**src/rtl/sine_filter_pkg.sv**
```systemverilog
// sine_filter shared types, coefficients and output scaling.
// Coefficients are a half-sine window normalised to unity DC gain.
package sine_filter_pkg;

    localparam int DW    = 18;
    localparam int CW    = 18;
    localparam int NTAPS = 11;
    localparam int ACC_W = 40;
    localparam int FRAC  = 17;

    typedef logic signed [DW-1:0] sample_t;
    typedef logic [CW-1:0]        coef_t;

    localparam coef_t COEF [NTAPS] = '{
        18'd4466,  18'd8628,  18'd12202, 18'd14944,
        18'd16668, 18'd17256, 18'd16668, 18'd14944,
        18'd12202, 18'd8628,  18'd4466
    };

    localparam logic signed [ACC_W-1:0] SMAX = 131071;
    localparam logic signed [ACC_W-1:0] SMIN = -131072;

    // Floor scaling (arithmetic shift) then clamp to the 1s17 range.
    function automatic sample_t sat_shift(
        input logic signed [ACC_W-1:0] acc
    );
        logic signed [ACC_W-1:0] s;
        s = acc >>> FRAC;
        if (s > SMAX)
            s = SMAX;
        else if (s < SMIN)
            s = SMIN;
        return s[DW-1:0];
    endfunction

endpackage

```
**src/rtl/sine_filter_mac.sv**
```systemverilog
// Folded tap: pre-add a symmetric sample pair, scale by a constant
// coefficient and sign-extend to the accumulator width.
module sine_filter_mac
    import sine_filter_pkg::*;
#(
    parameter coef_t C      = '0,
    parameter bit    CENTER = 1'b0
) (
    input  logic [DW-1:0]            a,
    input  logic [DW-1:0]            b,
    output logic signed [ACC_W-1:0]  p
);

    logic signed [DW:0]   pre;
    logic signed [37:0]   pre_x;
    logic signed [37:0]   coef_x;
    logic signed [37:0]   prod;

    always_comb begin
        pre = CENTER ? $signed({a[DW-1], a})
                     : $signed({a[DW-1], a}) + $signed({b[DW-1], b});
    end

    assign pre_x  = pre;
    assign coef_x = $signed({20'd0, C});
    assign prod   = pre_x * coef_x;
    assign p      = {{(ACC_W-38){prod[37]}}, prod};

endmodule

```
**src/rtl/sine_filter.sv**
```systemverilog
// sine_filter: 11-tap symmetric half-sine FIR low-pass, one sample
// per clock in and out, registered output.
module sine_filter
    import sine_filter_pkg::*;
(
    input  logic          clk,
    input  logic          reset,
    input  logic [DW-1:0] x_in,
    output logic [DW-1:0] y
);

    sample_t x_q [NTAPS];
    sample_t x_d [NTAPS];
    sample_t y_q;
    sample_t y_d;

    logic signed [ACC_W-1:0] p [6];
    logic signed [ACC_W-1:0] acc;

    for (genvar k = 0; k < 5; k++) begin : g_pair
        sine_filter_mac #(
            .C      (COEF[k]),
            .CENTER (1'b0)
        ) u_mac (
            .a (x_q[k]),
            .b (x_q[NTAPS-1-k]),
            .p (p[k])
        );
    end

    sine_filter_mac #(
        .C      (COEF[5]),
        .CENTER (1'b1)
    ) u_mac_ctr (
        .a (x_q[5]),
        .b (x_q[5]),
        .p (p[5])
    );

    always_comb begin
        x_d[0] = x_in;
        for (int k = 1; k < NTAPS; k++)
            x_d[k] = x_q[k-1];
        acc = p[0] + p[1] + p[2] + p[3] + p[4] + p[5];
        y_d = sat_shift(acc);
    end

    always_ff @(posedge clk or negedge reset) begin
        if (!reset) begin
            for (int k = 0; k < NTAPS; k++)
                x_q[k] <= '0;
            y_q <= '0;
        end else begin
            for (int k = 0; k < NTAPS; k++)
                x_q[k] <= x_d[k];
            y_q <= y_d;
        end
    end

    assign y = y_q;

endmodule

```
**config.mk**
```make
export PLATFORM = sky130hd
export DESIGN_NAME = sine_filter
export DESIGN_NICKNAME = d
export VERILOG_FILES = /design/src/rtl/sine_filter_pkg.sv /design/src/rtl/sine_filter_mac.sv /design/src/rtl/sine_filter.sv
export SDC_FILE = /design/constraint.sdc
export NUM_CORES = 2
export LEC_CHECK = 0
export CAP_MARGIN = 20
export CORE_ASPECT_RATIO = 2
export CORE_MARGIN = 10
export CORE_UTILIZATION = 65
export CTS_CLUSTER_DIAMETER = 50
export DETAILED_ROUTE_END_ITERATION = 16
export PLACE_DENSITY = 0.89
export SYNTH_ARGS = -nofsm -noshare
export SYNTH_HDL_FRONTEND = slang
export SYNTH_SLANG_ARGS = --single-unit
```
**constraint.sdc**
```tcl
create_clock -name clk -period 19.5 [get_ports clk]
set_input_delay 3.9 -clock clk [delete_from_list [all_inputs] [get_ports clk]]
set_output_delay 3.9 -clock clk [all_outputs]
set_load 0.05 [all_outputs]
```
==> run summary <==
Cells after Synth: 4,029
First-pass GRT wire length: 180,900 µm
Vias: 29,500
Layout cells sized above 1: 3.191%
Storage cell area: 0.005405 mm²
Initial antenna violation count: 0
RePlAce Congestion: 1.047
WP data required: 19,880 ps
Longest Clk Path Bufs: 3
Cell variety after synth: 78
Post-CTS setup buffers: 0
H-tree depth: 1
Async SR Flop Fraction: 100.0%
Number of synthesized flops with an enable pin: 0
YS warnings: 0
Vias/cell: 6.009
Crit path DAT: 13,720 ps
CTS root buffer: clkbuf_16
CP max stage delay: 650 ps
Antenna viol nets, final: 0
Clk Latency, worst-skew pair: 560 ps
Wirelength per Cell: 23.60 µm
Crit path capture type: register
Buffers on Ports: 37
Clock Skews: 32.31 ps
Core area: 0.06007 mm²
Syn Nets: 5,366
Peak Freq: 74.99 MHz
Max_slew headroom: 12.74%
Reg2reg start: x_d[144]
Post-detail-place hpwl: 98,600 µm
Ranking of synthesized cells by area: fa_1, ha_1, dfrtp_1
Die H: 368.3 µm
Final Setup Violations: 0
RSZ-0062 raised after global routing: false
Cell accounting for the most synthesized area: fa_1
Critical Path Fanout Max: 17
Largest net degree at the start of global routing: 81
Starting Density: 65.62%
# diodes: 0
Status: complete, no violations
Max-slew violations: 0
Minimum clock period: 13,330 ps
Clk sink count: 216
Critical path type: reg2reg
Synth Flop Type: dfrtp_1
Hold Crit Class: reg2reg
Post-cts resize count: 0
Area occupied by multi-input gates: 0.03016 mm²
# Max-Cap Violations: 0
GRT overflow: 0
Remaining DRCs: 0
TNS Setup: 0 ps
First-pass DRT Iterations: 7
GRT Util Overall: 32.96%
Site Rows: 127
Crit. Startpoint: x_d[144]
Sequential fraction of the synthesis area: 13.71%
Die ar.: 0.07149 mm²
Number of global-route vias before repair: 33,440
Post-Syn Area: 0.03942 mm²
CTS buffer count: 21
Fin nets: 5,458
Syn Area/Cell: 9.783 µm²
Area growth syn-to-layout: 6.108%
Number of DRC markers in iteration 0: 1,721
Final period util: 68.38%
IO Count: 38
Final hold violation count: 0
Fill count: 4,319
CTS Hold Bufs: 0
Crit path launch type: register
TritonCTS clock tree: built
Crit path max-delay cell type: a2111oi_1
Yosys top cell area share: 28.70%
Chip width: 194.1 µm
Hold path start: x_d[54]
Register bit count reported by yosys: 216
CTS clk-pin slew, worst paths: 70 ps
Slew of the pin with the lowest slew margin: 1300 ps
DRT Wirelength: 115,900 µm
Most used cell, CP: fa_1
stage by stage:
stage	cells	utilization (%)	area, µm²	setup WS, ps	hold WS (ps)
after floorplan	4029	-	39420	7047	357.4
after global routing	4910	69.63	41820	5489	381.7
after CTS	4905	69.56	41780	6443	374.4
after global placement	4867	68.30	41020	6868	360.4
after detailed placement	4867	68.30	41020	6634	366.2
final	4910	69.63	41820	6165	372.2
cell usage after synthesis, drive strengths merged, types with 20 or more instances:
master,number
ha,752
dfrtp,216
nand3,56
a211oi,20
o21ai,121
a21oi,189
o21a,20
o21bai,33
xor2,78
nand2b,36
or3,27
nor2,137
a21o,85
and3,22
inv,1018
nor2b,31
xnor2,217
nor3,54
a31oi,22
fa,565
nand2,109
per-layer routing:
metal / global-route usage [%] / vias up / wire, µm / share of wire (%)
met5: 0 / - / 0 / 0
met4: 32.70 / 0 / 14330 / 12
met3: 4.287 / 605 / 4647 / 4.0
met2: 61.44 / 1119 / 61730 / 53
met1: 29.24 / 14630 / 35190 / 30
li1: - / 13150 / - / -
cells by family after synthesis:
| group | after synthesis | synth area share (%) |
|---|---|---|
| fa+ha+maj | 1317 | 52.57 |
| flops | 216 | 13.71 |
| compound gates | 611 | 10.07 |
| other cells | 2 | 0.01905 |
| simple gates | 540 | 6.749 |
| buf+inv | 1030 | 9.831 |
| xor+xnor | 295 | 6.555 |
| mux | 18 | 0.4984 |
critical path: cells and delay by family (launching register included):
| kind | cells | cell delay [ps] |
|---|---|---|
| xor gates and xnor gates | 2 | 810 |
| DFF | 1 | 370 |
| AOI/OAI and AO/OA | 16 | 4680 |
| and+or+nand+nor | 11 | 1660 |
| adders and majority gates | 12 | 5260 |
| buffers and inverters | 6 | 370 |
worst paths after layout:
| check | endpoint | slack, ps | cells after the start |
|---|---|---|---|
| hold / removal | x_d[36] | 370 | 0 |
| setup reg to reg | y[1] | 6170 | 47 |
| min in group asynchronous | x_d[162] | 3330 | 1 |
| max in group asynchronous | y[6] | 14720 | 2 |
| setup / recovery | y[1] | 6170 | 47 |
| hold reg to reg | x_d[36] | 370 | 0 |
sequential cells by signal (all words and copies together) (netlist names):
register	count
x_d	180
x_q	18
y	18
cells in the final DEF, fill, tap and decap left out, drive strengths merged, types with 31 or more instances in the layout:
cell           Yosys  routed
a21oi            189     189
o21ai            121     121
fa               565     565
dfrtp            216     216
nand2b            36      36
clkdlybuf4s50      0      36
nor3              54      54
nand3             56      56
nand2            109     109
buf                3      43
inv             1018    1022
ha               752     752
nor2b             31      31
xnor2            217     217
a21o              85      85
xor2              78      78
o21bai            33      33
nor2             137     137
cell type report:
class / instances / area share (%)
clock buffers: 27 / 1.382
multi-input cells: 2783 / 72.12
inverters: 1019 / 9.146
flip-flops and latches: 216 / 12.92
well taps: 774 / 2.316
clock inverters: 11 / 0.4278
repair buffers: 80 / 1.681
Power is not shown: default switching activity piles up to over one toggle a cycle in this logic, so the estimate is an artifact.
